--- config.mk ---
export PLATFORM = sky130hd
export DESIGN_NAME = pivot_row_ctrl
export DESIGN_NICKNAME = d
export VERILOG_FILES = /design/src/rtl/lp_pkg.sv /design/src/rtl/pivot_rd_fifo.sv /design/src/rtl/pivot_row_ctrl.sv
export SDC_FILE = /design/constraint.sdc
export NUM_CORES = 1
export LEC_CHECK = 0
export ABC_AREA = 0
export BUFFER_PORTS_ARGS = -buffer_cell sky130_fd_sc_hd__buf_2
export CAP_MARGIN = 0
export CORE_ASPECT_RATIO = 0.9
export CORE_UTILIZATION = 47
export CTS_BUF_LIST = sky130_fd_sc_hd__clkbuf_8
export DETAILED_ROUTE_END_ITERATION = 8
export MAX_ROUTING_LAYER = met4
export PLACE_DENSITY = 0.79
export SYNTH_ARGS = -nofsm -noshare
export SYNTH_HDL_FRONTEND = slang
export SYNTH_SLANG_ARGS = --single-unit
--- constraint.sdc ---
create_clock -name clk -period 10.8 [get_ports clk]
set_input_delay 2.16 -clock clk [delete_from_list [all_inputs] [get_ports clk]]
set_output_delay 2.16 -clock clk [all_outputs]
set_load 0.005 [all_outputs]
--- src/rtl/lp_pkg.sv ---
// Shared types and constants for the LP simplex engine datapath controllers.
package lp_pkg;

  localparam int unsigned DATAW = 32;
  localparam int unsigned IDXW  = 16;

  localparam logic [31:0] FP32_ABS_MASK = 32'h7FFF_FFFF;

  typedef enum logic [2:0] {
    IDLE,
    CHECK,
    STREAM,
    DRAIN,
    DONE,
    TERM
  } pivot_ctrl_state_t;

endpackage

--- src/rtl/pivot_rd_fifo.sv ---
// Skid FIFO absorbing BRAM read returns; depth need not be a power of two.
module pivot_rd_fifo #(
  parameter int unsigned DW    = 32,
  parameter int unsigned DEPTH = 3
) (
  input  logic                           clk,
  input  logic                           resetn,
  input  logic                           flush,
  input  logic                           push,
  input  logic [DW-1:0]                  push_data,
  input  logic                           pop,
  output logic [$clog2(DEPTH + 1)-1:0]   count,
  output logic [DW-1:0]                  head
);

  localparam int unsigned PW = (DEPTH > 1) ? $clog2(DEPTH) : 1;
  localparam int unsigned CW = $clog2(DEPTH + 1);

  logic [DW-1:0] mem_q [DEPTH];
  logic [DW-1:0] mem_d [DEPTH];
  logic [PW-1:0] wr_q, wr_d, rd_q, rd_d;
  logic [CW-1:0] cnt_q, cnt_d;

  function automatic logic [PW-1:0] ptr_inc(input logic [PW-1:0] p);
    return (p == PW'(DEPTH - 1)) ? '0 : p + PW'(1);
  endfunction

  always_comb begin
    mem_d = mem_q;
    wr_d  = wr_q;
    rd_d  = rd_q;
    cnt_d = cnt_q;
    if (flush) begin
      wr_d  = '0;
      rd_d  = '0;
      cnt_d = '0;
    end else begin
      if (push) begin
        mem_d[wr_q] = push_data;
        wr_d        = ptr_inc(wr_q);
      end
      if (pop) rd_d = ptr_inc(rd_q);
      cnt_d = cnt_q + CW'(push) - CW'(pop);
    end
  end

  always_ff @(posedge clk) begin
    if (!resetn) begin
      for (int i = 0; i < int'(DEPTH); i++) mem_q[i] <= '0;
      wr_q  <= '0;
      rd_q  <= '0;
      cnt_q <= '0;
    end else begin
      mem_q <= mem_d;
      wr_q  <= wr_d;
      rd_q  <= rd_d;
      cnt_q <= cnt_d;
    end
  end

  assign count = cnt_q;
  assign head  = mem_q[rd_q];

endmodule

--- src/rtl/pivot_row_ctrl.sv ---
// Pivot-row divide sequencer: fetches the pivot row from BRAM, streams it to the datapath.
// Optional watchdog and wdog_trip port enabled by defining PIVOT_ROW_WATCHDOG_EN.
module pivot_row_ctrl #(
  parameter int unsigned DATAW  = lp_pkg::DATAW,
  parameter int unsigned IDXW   = lp_pkg::IDXW,
  parameter int unsigned ADDRW  = 16,
  parameter int unsigned RD_LAT = 2
) (
  input  logic             clk,
  input  logic             resetn,
  input  logic             start,
  input  logic [IDXW-1:0]  num_cols,
  input  logic [ADDRW-1:0] row_base,
  input  logic [DATAW-1:0] factor_in,
  output logic [DATAW-1:0] factor_out,
  output logic             bram_en,
  output logic [ADDRW-1:0] bram_addr,
  input  logic [DATAW-1:0] bram_rdata,
  output logic [DATAW-1:0] M_AXIS_PIVOTROW_TDATA,
  output logic             M_AXIS_PIVOTROW_TVALID,
  input  logic             M_AXIS_PIVOTROW_TREADY,
  input  logic             dp_wen,
  input  logic [IDXW-1:0]  dp_widx,
  input  logic             dp_terminate,
  output logic             busy,
  output logic             done,
  output logic             terminate
`ifdef PIVOT_ROW_WATCHDOG_EN
  ,
  output logic             wdog_trip
`endif
);

  import lp_pkg::*;

  localparam int unsigned DEPTH = RD_LAT + 1;
  localparam int unsigned CW    = $clog2(DEPTH + 1);
  localparam int unsigned SW    = $clog2(2 * DEPTH + 1);

  pivot_ctrl_state_t state_q, state_d;
  logic [IDXW-1:0]   num_cols_q, num_cols_d;
  logic [IDXW-1:0]   rd_idx_q, rd_idx_d;
  logic [IDXW-1:0]   sent_q, sent_d;
  logic [IDXW-1:0]   wen_count_q, wen_count_d;
  logic [ADDRW-1:0]  row_base_q, row_base_d;
  logic [DATAW-1:0]  factor_q, factor_d;
  logic [RD_LAT-1:0] vld_q, vld_d;
  logic              done_q, done_d;
  logic              terminate_q, terminate_d;
  logic              busy_q, busy_d;

  logic [CW-1:0]     fifo_cnt;
  logic [DATAW-1:0]  fifo_head;
  logic [SW-1:0]     inflight_c;
  logic              run_c, issue_c, push_c, pop_c, flush_c, fault_c, last_hs_c;
  logic              wdog_fire_c;

  pivot_rd_fifo #(
    .DW    (DATAW),
    .DEPTH (DEPTH)
  ) u_fifo (
    .clk       (clk),
    .resetn    (resetn),
    .flush     (flush_c),
    .push      (push_c),
    .push_data (bram_rdata),
    .pop       (pop_c),
    .count     (fifo_cnt),
    .head      (fifo_head)
  );

  assign M_AXIS_PIVOTROW_TVALID = (fifo_cnt != '0);
  assign M_AXIS_PIVOTROW_TDATA  = fifo_head;

  // Read credit counts a same-cycle pop so a full-rate stream never stalls the BRAM.
  always_comb begin
    run_c      = (state_q == STREAM) || (state_q == DRAIN);
    pop_c      = M_AXIS_PIVOTROW_TVALID && M_AXIS_PIVOTROW_TREADY && (state_q == STREAM);
    last_hs_c  = pop_c && (sent_q == num_cols_q - IDXW'(1));
    inflight_c = '0;
    for (int i = 0; i < int'(RD_LAT); i++) inflight_c = inflight_c + SW'(vld_q[i]);
    issue_c    = (state_q == STREAM) && (rd_idx_q < num_cols_q) &&
                 ((inflight_c + SW'(fifo_cnt) - SW'(pop_c)) < SW'(DEPTH));
    push_c     = (state_q == STREAM) && vld_q[RD_LAT-1];
    vld_d      = flush_c ? '0 : RD_LAT'({vld_q, issue_c});
    fault_c    = run_c && (dp_terminate || (dp_wen && (dp_widx != wen_count_q)) || wdog_fire_c);
  end

  assign bram_en   = issue_c;
  assign bram_addr = issue_c ? row_base_q + ADDRW'(rd_idx_q) : '0;

  always_comb begin
    state_d     = state_q;
    num_cols_d  = num_cols_q;
    row_base_d  = row_base_q;
    factor_d    = factor_q;
    terminate_d = terminate_q;
    rd_idx_d    = rd_idx_q + IDXW'(issue_c);
    sent_d      = sent_q + IDXW'(pop_c);
    wen_count_d = wen_count_q + IDXW'(dp_wen && run_c);
    case (state_q)
      IDLE: begin
        if (start) begin
          num_cols_d  = num_cols;
          row_base_d  = row_base;
          factor_d    = factor_in;
          terminate_d = 1'b0;
          rd_idx_d    = '0;
          sent_d      = '0;
          wen_count_d = '0;
          state_d     = CHECK;
        end
      end
      CHECK: begin
        if ((factor_q & DATAW'(FP32_ABS_MASK)) == '0) state_d = TERM;
        else if (num_cols_q == '0)                    state_d = DONE;
        else                                          state_d = STREAM;
      end
      STREAM: begin
        if (fault_c)        state_d = TERM;
        else if (last_hs_c) state_d = DRAIN;
      end
      DRAIN: begin
        if (fault_c)                         state_d = TERM;
        else if (wen_count_d == num_cols_q)  state_d = DONE;
      end
      DONE:    state_d = IDLE;
      TERM:    state_d = IDLE;
      default: state_d = IDLE;
    endcase
    flush_c = (state_d == TERM);
    if (state_d == TERM) terminate_d = 1'b1;
    done_d = (state_d == DONE);
    busy_d = (state_d != IDLE);
  end

  always_ff @(posedge clk) begin
    if (!resetn) begin
      state_q     <= IDLE;
      num_cols_q  <= '0;
      row_base_q  <= '0;
      factor_q    <= '0;
      rd_idx_q    <= '0;
      sent_q      <= '0;
      wen_count_q <= '0;
      vld_q       <= '0;
      done_q      <= 1'b0;
      terminate_q <= 1'b0;
      busy_q      <= 1'b0;
    end else begin
      state_q     <= state_d;
      num_cols_q  <= num_cols_d;
      row_base_q  <= row_base_d;
      factor_q    <= factor_d;
      rd_idx_q    <= rd_idx_d;
      sent_q      <= sent_d;
      wen_count_q <= wen_count_d;
      vld_q       <= vld_d;
      done_q      <= done_d;
      terminate_q <= terminate_d;
      busy_q      <= busy_d;
    end
  end

`ifdef PIVOT_ROW_WATCHDOG_EN
  logic [15:0] wdog_q, wdog_d;
  logic        wdog_trip_q, wdog_trip_d;

  // Counts idle cycles while a row is in flight; any progress restarts it.
  assign wdog_fire_c = run_c && (wdog_q == 16'hFFFF);

  always_comb begin
    wdog_d      = '0;
    wdog_trip_d = wdog_trip_q;
    if (run_c && !(dp_wen || pop_c)) wdog_d = wdog_q + 16'd1;
    if ((state_q == IDLE) && start) wdog_trip_d = 1'b0;
    if (wdog_fire_c) wdog_trip_d = 1'b1;
  end

  always_ff @(posedge clk) begin
    if (!resetn) begin
      wdog_q      <= '0;
      wdog_trip_q <= 1'b0;
    end else begin
      wdog_q      <= wdog_d;
      wdog_trip_q <= wdog_trip_d;
    end
  end

  assign wdog_trip = wdog_trip_q;
`else
  assign wdog_fire_c = 1'b0;
`endif

  assign factor_out = factor_q;
  assign busy       = busy_q;
  assign done       = done_q;
  assign terminate  = terminate_q;

endmodule
==> flow_summary.json, run 1 <==
{
  "run_status": "finished, final reports clean",
  "synth_largest_area_cell": "dfxtp_1",
  "gp_congestion": 0.8846,
  "hold_end": "u_fifo.mem_q[47]",
  "area_growth_syn_to_layout_pct": 16.83,
  "final_common_cell": "nand2_1",
  "cp_slowest_cell": "fa_1",
  "worst_pin_slew_ps": 1154,
  "synth-simple-area-share_pct": 21.54,
  "grt_max_degree": 103,
  "crit_type": "in -> out",
  "synth.area.mux_share_pct": 11.67,
  "min_path_type": "reg -> reg",
  "drv_slew": 0,
  "worstRegToRegCells": 17,
  "cts_buffer_depth": 3,
  "ys.flop_type": "dfxtp_1",
  "initialDrtViolationCount": 609,
  "p_per_area_nw_per_um2": 143.4,
  "core_area_um2": 23410,
  "fin_worst_skew_ps": 25.89,
  "p_leak_nw": 5.626,
  "synth-seq-area-share_pct": 39.56,
  "vdd_drop_max_v": 0.00009524,
  "drtPass1Iterations": 5,
  "io_pins": 203,
  "yosys.area.top_type_share_pct": 39.56,
  "power_mw": 1.881,
  "fin_crit_sh_pct": 64.99,
  "setup_viol": 0,
  "rows": 53,
  "antenna_found_initial": 2,
  "cp_max_fo": 18,
  "synthCells": 1355,
  "slowest_delay_ps": 410,
  "hold-path-cell-count": 2,
  "synth.distinct_cells": 60,
  "required_ps": 8640,
  "htree_levels": 2,
  "yosys.area_share.adder_pct": 5.101,
  "start_kind": "input pin",
  "num_vias": 9964,
  "dieArea_um2": 24520,
  "clkSinkCount": 222,
  "cts-buffers-inserted": 39,
  "post_cts_resized": 0,
  "grt_pass1_wl_um": 45750,
  "critPathTopFamily": "adder cells",
  "synth_top_family_by_area": "simple AND/OR/NAND/NOR gates",
  "synth-edff-count": 0,
  "ant_nets": 0,
  "layout-drive-gt1-share_pct": 18.44,
  "syn_area_um2": 11230,
  "clock_latency_ps": 520,
  "syn_avg_cell_area_um2": 8.290,
  "cts_hold_buf": 0,
  "viasPerCell": 5.357,
  "grt_usage_pct": 23.63,
  "cts_tree": "yes",
  "ys_ff_latch": 222,
  "nets": 1691,
  "maxClockFrequency_ghz": 0.1425,
  "yosys_warnings": 0,
  "drcViolationCount": 0,
  "layout_common_cells": "nand2_1 (328), dfxtp_1 (221), buf_2 (201), mux2i_1 (131)",
  "crit_buf_inv": 4,
  "die_w_um": 165.0,
  "synth_xor_area_share_pct": 7.964,
  "post_drt_wl_per_cell_um": 15.15,
  "final-hold-violation-count": 0,
  "yosys-top-cells-area": "dfxtp_1 (40%), mux2i_1 (12%), nand2_1 (11%)",
  "clk_root_buffer_cell": "clkbuf_8",
  "start_util_pct": 47.99,
  "worst_r2r_endpoint": "rd_idx_q[14]",
  "maxCapViolations": 0,
  "r2r_slack_ps": 6190,
  "tns_ps": 0,
  "worstSetupEndpointType": "primary output",
  "internal-power_mw": 1.365,
  "synthArstFlopShare_pct": 0,
  "cts_setup_buffers": 0,
  "synth_fp_nets": 1517,
  "cp.arrival_ps": 4860,
  "comb_power_share_pct": 13.0,
  "synth_compound_gate_area_share_pct": 9.512,
  "p_clk_share_pct": 40.4,
  "grt-ovfl-total": 0,
  "die_h_um": 148.7,
  "slew_headroom_pct": 22.98,
  "first_global_vias": 9646,
  "hpwlAfterDp_um": 19740,
  "switching_power_uw": 516.0,
  "clk_pin_slew_ps": 60,
  "worstHoldStart": "u_fifo.mem_q[47]",
  "p_sw_share_pct": 27.43,
  "port_buffers": 202,
  "post-route-min-period_ps": 7019,
  "fillers": 2164,
  "rsz0062_at_grt": "no",
  "cp_cell_sequence": "buf_2, nand3_1, inv_1, ha_1, fa_1, fa_1, xnor2_1, o211ai_1, nor3_1, o211ai_1, buf_4, nor3_1, buf_2",
  "power_frac_seq_pct": 46.6,
  "wl_um": 28180,
  "r2r_start": "state_q[1]"
}
[power groups by stage]
stage / Combinational [mW] / Sequential [mW] / Clock (mW)
6_report: 0.244 / 0.877 / 0.760
5_1_grt: 0.276 / 0.880 / 0.818
4_1_cts: 0.245 / 0.877 / 0.778
3_5_place_dp: 0.243 / 0.894 / 0
3_3_place_gp: 0.238 / 0.893 / 0
2_1_floorplan: 0.168 / 0.881 / 0
[logic make-up (layout without fill, tap and decap cells)]
kind of cell,count (synthesis),count (layout)
fa+ha+maj,44,44
other cells,0,2
simple gates,558,558
xor+xnor,99,99
flops,222,222
mux,131,131
compound gates,183,183
buf+inv,118,319
[cells in the mapped netlist (all sizes together), types with 3 or more instances]
| library cell | n |
|---|---|
| nor2b | 9 |
| or2 | 3 |
| xnor2 | 46 |
| a31oi | 4 |
| or3 | 6 |
| inv | 39 |
| buf | 18 |
| clkbuf | 61 |
| nand3 | 32 |
| a21oi | 87 |
| nor3b | 3 |
| a211oi | 4 |
| nor3 | 22 |
| fa | 3 |
| and2 | 5 |
| nand4 | 13 |
| xor2 | 51 |
| and3 | 20 |
| o21ai | 50 |
| o211ai | 5 |
| dfxtp | 222 |
| nand2 | 330 |
| nor4 | 19 |
| o21a | 4 |
| nor2 | 87 |
| o31a | 3 |
| a21o | 8 |
| mux2i | 131 |
| ha | 41 |
[layout make-up]
cell class	count	area (µm²)	area share, %
inverters	39	146.4	1.115
multi-input cells	1015	6285	47.89
diodes	2	5.005	0.03814
clock buffers	51	701.9	5.348
repair buffers	212	1089	8.294
clock inverters	17	73.82	0.5625
well taps	302	377.9	2.879
flip-flops and latches	222	4446	33.87
[sequential cells by signal, summed over array words and instances, names as in the netlist]
signal and flops:
u_fifo.mem_q 96, factor_out 32, num_cols_q 16, rd_idx_q 16, row_base_q 16, sent_q 16, wen_count_q 16, state_q 3
u_fifo.count 2, u_fifo.rd_q 2, u_fifo.wr_q 2, vld_q 2, busy 1, done 1, terminate 1
[worst register-to-register path, delay by kind of cell, from the launching register on]
family,cells,cell delay (ps)
simple gates,5,1580
fa+ha+maj,5,1440
buf+inv,3,520
flops,1,470
compound gates,3,390
xor+xnor,1,160
[per-stage QoR]
step | hold WS [ps] | cells | util (%) | setup WS [ps] | area [µm²]
floorplan | 434.4 | 1355 | - | 4250 | 11230
global placement | 441.2 | 1790 | 52.73 | 3979 | 12340
detailed placement | 448.5 | 1790 | 52.73 | 3857 | 12340
CTS | 458.1 | 1858 | 56.04 | 3822 | 13120
global route | 468.5 | 1860 | 56.06 | 3613 | 13120
finish | 456.4 | 1860 | 56.06 | 3781 | 13120
[worst max path at each step]
stage | from | end | slack [ps] | cells past startpoint
floorplan | M_AXIS_PIVOTROW_TREADY | bram_addr[10] | 4250 | 11
global placement | M_AXIS_PIVOTROW_TREADY | bram_addr[15] | 3980 | 13
detailed placement | M_AXIS_PIVOTROW_TREADY | bram_addr[4] | 3860 | 13
CTS | M_AXIS_PIVOTROW_TREADY | bram_addr[4] | 3820 | 13
global route | M_AXIS_PIVOTROW_TREADY | bram_addr[4] | 3610 | 13
finish | M_AXIS_PIVOTROW_TREADY | bram_addr[4] | 3780 | 13
[metal layers]
| layer | track usage [%] | wire [µm] |
|---|---|---|
| met1 | 30.25 | 12750 |
| met4 | 6.697 | 598 |
| met3 | 3.569 | 1620 |
| met5 | - | 0 |
| met2 | 38.55 | 13210 |
Note: power is estimated with default switching activity, not from simulation.
==> run 2: changes to the inputs <==
--- a/config.mk
+++ b/config.mk
@@ -5,7 +5,7 @@
 export SDC_FILE = /design/constraint.sdc
 export NUM_CORES = 1
 export LEC_CHECK = 0
-export ABC_AREA = 0
+export ABC_AREA = 1
 export BUFFER_PORTS_ARGS = -buffer_cell sky130_fd_sc_hd__buf_2
 export CAP_MARGIN = 0
 export CORE_ASPECT_RATIO = 0.9
==> constraint.sdc (replaced) <==
create_clock -name clk -period 7.05 [get_ports clk]
set_input_delay 1.41 -clock clk [delete_from_list [all_inputs] [get_ports clk]]
set_output_delay 1.41 -clock clk [all_outputs]
set_load 0.005 [all_outputs]
==> run 2 against run 1 <==
Global-route usage is 0.82 points higher; largest power group unchanged; critical path depth stayed put; die area is 4.4% higher; sequential share of layout area is 1.1 points lower; wire length is 9.1% higher; largest cell class unchanged; sequential power is 56% higher; non-clock buffer count stayed put; count of clock-buffer cells in the layout is 9 lower; register-to-register slack worse by 4200 ps.
==> flow_summary.json, run 2 <==
{
  "run_status": "finished, final reports clean",
  "yosys_warnings": 0,
  "synth-seq-area-share_pct": 37.88,
  "synth.most_common_cell": "nor2_1",
  "drtPass1Iterations": 6,
  "p_sw_share_pct": 29.66,
  "rsz0062_at_grt": "no",
  "synth_common_cells": "nor2_1 (355), nand2_1 (301), dfxtp_1 (222)",
  "crit_buf_inv": 4,
  "grt_pass1_wl_um": 50460,
  "maxClockFrequency_ghz": 0.1817,
  "cts-buffers-inserted": 39,
  "syn_avg_cell_area_um2": 6.809,
  "layout_common_cells": "nor2_1 (352), nand2_1 (301), dfxtp_1 (222), buf_2 (201), inv_1 (192)",
  "clkSinkCount": 222,
  "tns_ps": 0,
  "r2r_slack_ps": 2010,
  "setup_viol": 0,
  "final_common_cell": "nor2_1",
  "antenna_found_initial": 2,
  "final_util_pct": 55.67,
  "port_buffers": 202,
  "cts_buffer_depth": 3,
  "first_global_vias": 10620,
  "power_frac_seq_pct": 45.5,
  "area_growth_syn_to_layout_pct": 15.73,
  "maxCapViolations": 0,
  "cp_max_fo": 13,
  "synth.distinct_cells": 45,
  "slew_headroom_pct": 23.21,
  "p_clk_share_pct": 37.9,
  "num_vias": 11520,
  "min_path_type": "reg -> reg",
  "yosys.area.top_type_share_pct": 37.88,
  "rows": 54,
  "critPathTopFamily": "adder cells",
  "yosys-top-cells-area": "dfxtp_1 (38%), nor2_1 (11%), nand2_1 (9.6%)",
  "required_ps": 5640,
  "grt-ovfl-total": 0,
  "final-hold-violation-count": 0,
  "ys_ff_latch": 222,
  "core_area_um2": 24390,
  "grt_max_degree": 100,
  "cts_setup_buffers": 0,
  "grt_usage_pct": 24.45,
  "fillers": 2375,
  "initialDrtViolationCount": 788,
  "nets": 2057,
  "post-route-min-period_ps": 5505,
  "dieArea_um2": 25600,
  "io_pins": 203,
  "p_leak_nw": 6.341,
  "worst_r2r_endpoint": "rd_idx_q[14]",
  "viasPerCell": 5.104,
  "vdd_drop_max_v": 0.0001398,
  "cp_slowest_cell": "or2_2",
  "synthCells": 1723,
  "cp_cell_sequence": "buf_2, nand3_1, inv_1, ha_1, fa_1, fa_1, xnor2_1, o21ai_0, or2_2, inv_1, nand2_1, nor2_1, buf_2",
  "synth-edff-count": 0,
  "die_h_um": 151.9,
  "final_cell_area_um2": 13580,
  "worst_pin_slew_ps": 1151,
  "clk_root_buffer_cell": "clkbuf_8",
  "slowest_delay_ps": 430,
  "clk_pin_slew_ps": 60,
  "fin_worst_skew_ps": 38.24,
  "r2r_start": "state_q[2]",
  "cp.arrival_ps": 4090,
  "gp_congestion": 0.9508,
  "switching_power_uw": 894.1,
  "p_per_area_nw_per_um2": 222.0,
  "syn_area_um2": 11730,
  "synth_fp_nets": 1885,
  "crit_type": "in -> out",
  "worstRegToRegCells": 26,
  "power_mw": 3.014,
  "crit_cells": 13,
  "synth_largest_area_cell": "dfxtp_1",
  "start_util_pct": 48.10,
  "synthArstFlopShare_pct": 0,
  "comb_power_share_pct": 16.6,
  "top_register": "u_fifo.mem_q",
  "worstSetupEndpointType": "primary output",
  "ys.flop_type": "dfxtp_1",
  "cts_hold_buf": 0,
  "hold-worst-slack_ps": 464.9,
  "wl_um": 30760,
  "multi_input_area_um2": 6202,
  "ant_nets": 0,
  "hpwlAfterDp_um": 21280,
  "post_drt_wl_per_cell_um": 13.63,
  "crit_path_start": "M_AXIS_PIVOTROW_TREADY",
  "htree_levels": 2,
  "largest_register_ffs": 96,
  "die_w_um": 168.5,
  "placed_area_um2": 12840,
  "layout-drive-gt1-share_pct": 15.48,
  "internal-power_mw": 2.120,
  "post_cts_resized": 0,
  "register_area_um2": 4444,
  "fin_crit_sh_pct": 78.08,
  "drcViolationCount": 0,
  "cts_tree": "yes",
  "drv_slew": 0,
  "crit_end": "bram_addr[6]",
  "clock_latency_ps": 540,
  "start_kind": "input pin"
}
run 2: cell types whose count changed after synthesis, sizes merged, moves of 12 or more:
cell / before / now
a21oi: 87 / 129
a22oi: 1 / 29
and3: 20 / 0
buf: 18 / 31
inv: 39 / 181
mux2i: 131 / 0
nand2: 330 / 308
nand3: 32 / 119
nor2: 87 / 363
nor4: 19 / 7
o21ai: 50 / 122
xnor2: 46 / 22
xor2: 51 / 22
run 2: logic make-up (layout without fill, tap and decap cells):
group / count (synthesis) / after routing / synth area share (%)
xor+xnor: 47 / 47 / 3.860
simple gates: 850 / 850 / 30.17
compound gates: 297 / 297 / 13.76
other cells: 0 / 2 / 0
buf+inv: 263 / 459 / 9.449
flops: 222 / 222 / 37.88
fa+ha+maj: 44 / 44 / 4.884
run 2: layout make-up:
type | count | share of cell area (%)
antenna | 2 | 0.03686
clock inverter | 23 | 1.152
tap | 336 | 3.096
multi-input combinational | 1238 | 45.68
sequential | 222 | 32.73
clock buffer | 42 | 4.257
inverter | 182 | 5.031
timing repair buffer | 212 | 8.017
run 2: worst min-delay path by stage:
stage	from	endpoint	slack (ps)	depth (start not counted)
final	terminate	terminate	460	2
after CTS	terminate	terminate	470	2
after detailed placement	terminate	terminate	460	2
after floorplan	terminate	terminate	450	2
after global placement	terminate	terminate	440	2
after global routing	u_fifo.mem_q[90]	u_fifo.mem_q[90]	500	2
run 2: worst register-to-register path: cells and delay by family (launching register included):
family | cells | cell delay [ps]
compound gates | 3 | 340
xor+xnor | 1 | 140
fa+ha+maj | 5 | 1440
buf+inv | 4 | 550
flops | 1 | 320
simple gates | 13 | 2150
run 2: power by group through the flow:
| stage | Combinational, mW | Clock, mW | Sequential, mW |
|---|---|---|---|
| 5_1_grt | 0.566 | 1.23 | 1.38 |
| 3_5_place_dp | 0.494 | 0 | 1.40 |
| 6_report | 0.500 | 1.14 | 1.37 |
| 4_1_cts | 0.498 | 1.17 | 1.37 |
| 3_3_place_gp | 0.484 | 0 | 1.40 |
| 2_1_floorplan | 0.344 | 0 | 1.38 |
run 2: per-layer routing:
metal,wire [µm],GRT usage [%],up-vias
met5,0,-,-
met4,888,9.221,0
met3,1850,4.142,67
met2,13820,37.70,356
met1,14200,32.00,5201
li1,-,-,5896
run 2: stage by stage:
step	cells	worst slack, ps
5_1_grt	2257	1328
3_3_place_gp	2190	1487
4_1_cts	2255	1537
3_5_place_dp	2190	1301
2_1_floorplan	1723	2035
6_report	2257	1545
==> run 3: changes to the inputs <==
==> constraint.sdc (replaced) <==
create_clock -name clk -period 5.3 [get_ports clk]
set_input_delay 1.06 -clock clk [delete_from_list [all_inputs] [get_ports clk]]
set_output_delay 1.06 -clock clk [all_outputs]
set_load 0.005 [all_outputs]
==> run 3 against run 2 <==
Non-clock buffer count did not move; sequential power rose by 33%; die area did not move; cell count rose by 0.13%; sequential cell count did not move; clock skew fell by 12 ps; sequential share of layout area fell by 0.099 points; utilization rose by 0.17 points.
==> flow_summary.json, run 3 (synthesis gave the netlist of run 2 again) <==
{
  "run_status": "finished, final reports clean",
  "p_leak_nw": 6.357,
  "wl_um": 30340,
  "slew_headroom_pct": 22.77,
  "drcViolationCount": 0,
  "grt_usage_pct": 24.18,
  "top_register": "u_fifo.mem_q",
  "fin_crit_sh_pct": 90.22,
  "final-hold-violation-count": 0,
  "port_buffers": 202,
  "rsz0062_at_grt": "no",
  "clk_root_buffer_cell": "clkbuf_8",
  "maxCapViolations": 0,
  "crit_type": "reg -> out",
  "num_vias": 11480,
  "first_global_vias": 10650,
  "fin_worst_skew_ps": 26.15,
  "wl_met2_um": 13750,
  "clock_latency_ps": 540,
  "hpwlAfterDp_um": 20750,
  "cts-buffers-inserted": 39,
  "antenna_found_initial": 3,
  "htree_levels": 2,
  "grt_max_degree": 131,
  "tns_ps": 0,
  "worstSetupEndpointType": "primary output",
  "grt_pass1_wl_um": 50040,
  "layout-drive-gt1-share_pct": 15.62,
  "top_layer_used": "met4",
  "clk_pin_slew_ps": 60,
  "cts_setup_buffers": 0,
  "layout_common_cells": "nor2_1 (352), nand2_1 (301), dfxtp_1 (222), buf_2 (201), inv_1 (191)",
  "cp_slowest_cell": "or2_2",
  "fillers": 2335,
  "grt-ovfl-total": 0,
  "largest_register_ffs": 96,
  "met3_length_um": 1641,
  "viasPerCell": 5.079,
  "cp_cell_sequence": "nand2_1, nor2_2, nand3_1, inv_1, ha_1, fa_1, fa_1, xnor2_1, o21ai_0, or2_2, inv_1, buf_4, nand2_1, nor2_1, buf_2",
  "start_util_pct": 48.10,
  "final_common_cell": "nor2_1",
  "drv_slew": 0,
  "post_drt_wl_per_cell_um": 13.42,
  "dieArea_um2": 25600,
  "maxClockFrequency_ghz": 0.2091,
  "core_area_um2": 24390,
  "multi_input_area_um2": 6202,
  "ant_nets": 0,
  "clkSinkCount": 222,
  "start_kind": "register",
  "rows": 54,
  "cp.arrival_ps": 3720,
  "critPathTopFamily": "adder cells",
  "drtPass1Iterations": 5,
  "area_growth_syn_to_layout_pct": 16.08,
  "post_cts_resized": 0,
  "cts_hold_buf": 0,
  "final_cell_area_um2": 13620,
  "initialDrtViolationCount": 903,
  "register_area_um2": 4444,
  "cp_max_fo": 13,
  "die_w_um": 168.5,
  "nets": 2057,
  "placed_area_um2": 12850,
  "min_path_type": "reg -> reg",
  "post-route-min-period_ps": 4782,
  "die_h_um": 151.9,
  "vdd_drop_max_v": 0.0002210,
  "setup_viol": 0,
  "required_ps": 4240,
  "worst_pin_slew_ps": 1157,
  "slowest_delay_ps": 420,
  "cts_tree": "yes",
  "crit_buf_inv": 4,
  "p_per_area_nw_per_um2": 296.2,
  "cts_buffer_depth": 3,
  "gp_congestion": 0.9617,
  "wl_met1_um": 14160,
  "io_pins": 203
}
==> run 3: changes by cell type in the layout (fill, tap and decap cells not counted) <==
cell	before	now
inv_6	2	1
diode_2	2	3
bufinv_16	2	1
buf_4	11	10
inv_1	192	191
clkbuf_8	42	47
buf_12	0	1
==> run 3: area by class of cell <==
type                            instances  area share [%]
Tap cell                              336           3.087
Sequential cell                       222           32.63
Multi-Input combinational cell       1238           45.54
Timing Repair Buffer                  212           8.085
Clock inverter                         20          0.8360
Inverter                              182           5.016
Clock buffer                           47           4.750
Antenna cell                            3         0.05512
==> run 3: metal layers <==
metal	global-route usage, %	vias to the layer above
li1	-	5914
met1	31.20	5181
met2	37.92	320
met3	4.168	63
met4	8.831	0
met5	-	-
==> run 3: path summary, 6_finish.rpt <==
| kind | from | end | slack [ps] | cells past startpoint |
|---|---|---|---|---|
| worst min register to register | terminate | terminate | 460 | 2 |
| worst min-delay path | terminate | terminate | 460 | 2 |
| worst max register to register | state_q[1] | rd_idx_q[12] | 610 | 24 |
| worst max-delay path | state_q[1] | bram_addr[9] | 520 | 15 |
==> run 3: power by group <==
part	switching [mW]	total [mW]	internal [mW]	leakage [nW]
clock network	0.701	1.55	0.850	0.443
logic	0.415	0.659	0.245	4.11
registers	0.0729	1.82	1.75	1.80
total	1.19	4.03	2.84	6.36
==> run 3: worst register-to-register path, cell delays in order, from the launching register on <==
cell     delay, ps
dfxtp_1        350
nand2_1        110
nor2_2         230
nand3_1        130
inv_1          130
ha_1           260
fa_1           390
fa_1           390
xnor2_1        150
o21ai_0         90
or2_2          420
inv_1          120
ha_1           170
ha_1           190
nand3_1        120
nor2_1         160
nand2_1         60
nor2_1         130
nand2_1         80
nor2_1          90
inv_1           60
nor3_1         220
nand2_1        130
or2_2          290
a21oi_1        110
==> run 3: metrics by stage <==
step                hold slack (ps)  util [%]  total power [mW]  cells  setup slack (ps)
floorplan                     451.5         -             2.297   1723             634.8
global placement              442.6     52.69             2.498   2190             348.6
global route                  502.3     55.84             4.239   2260             173.2
CTS                           460.2     55.81             4.072   2257             492.6
finish                        457.7     55.84             4.033   2260             518.2
detailed placement            451.2     52.69             2.513   2190             214.7
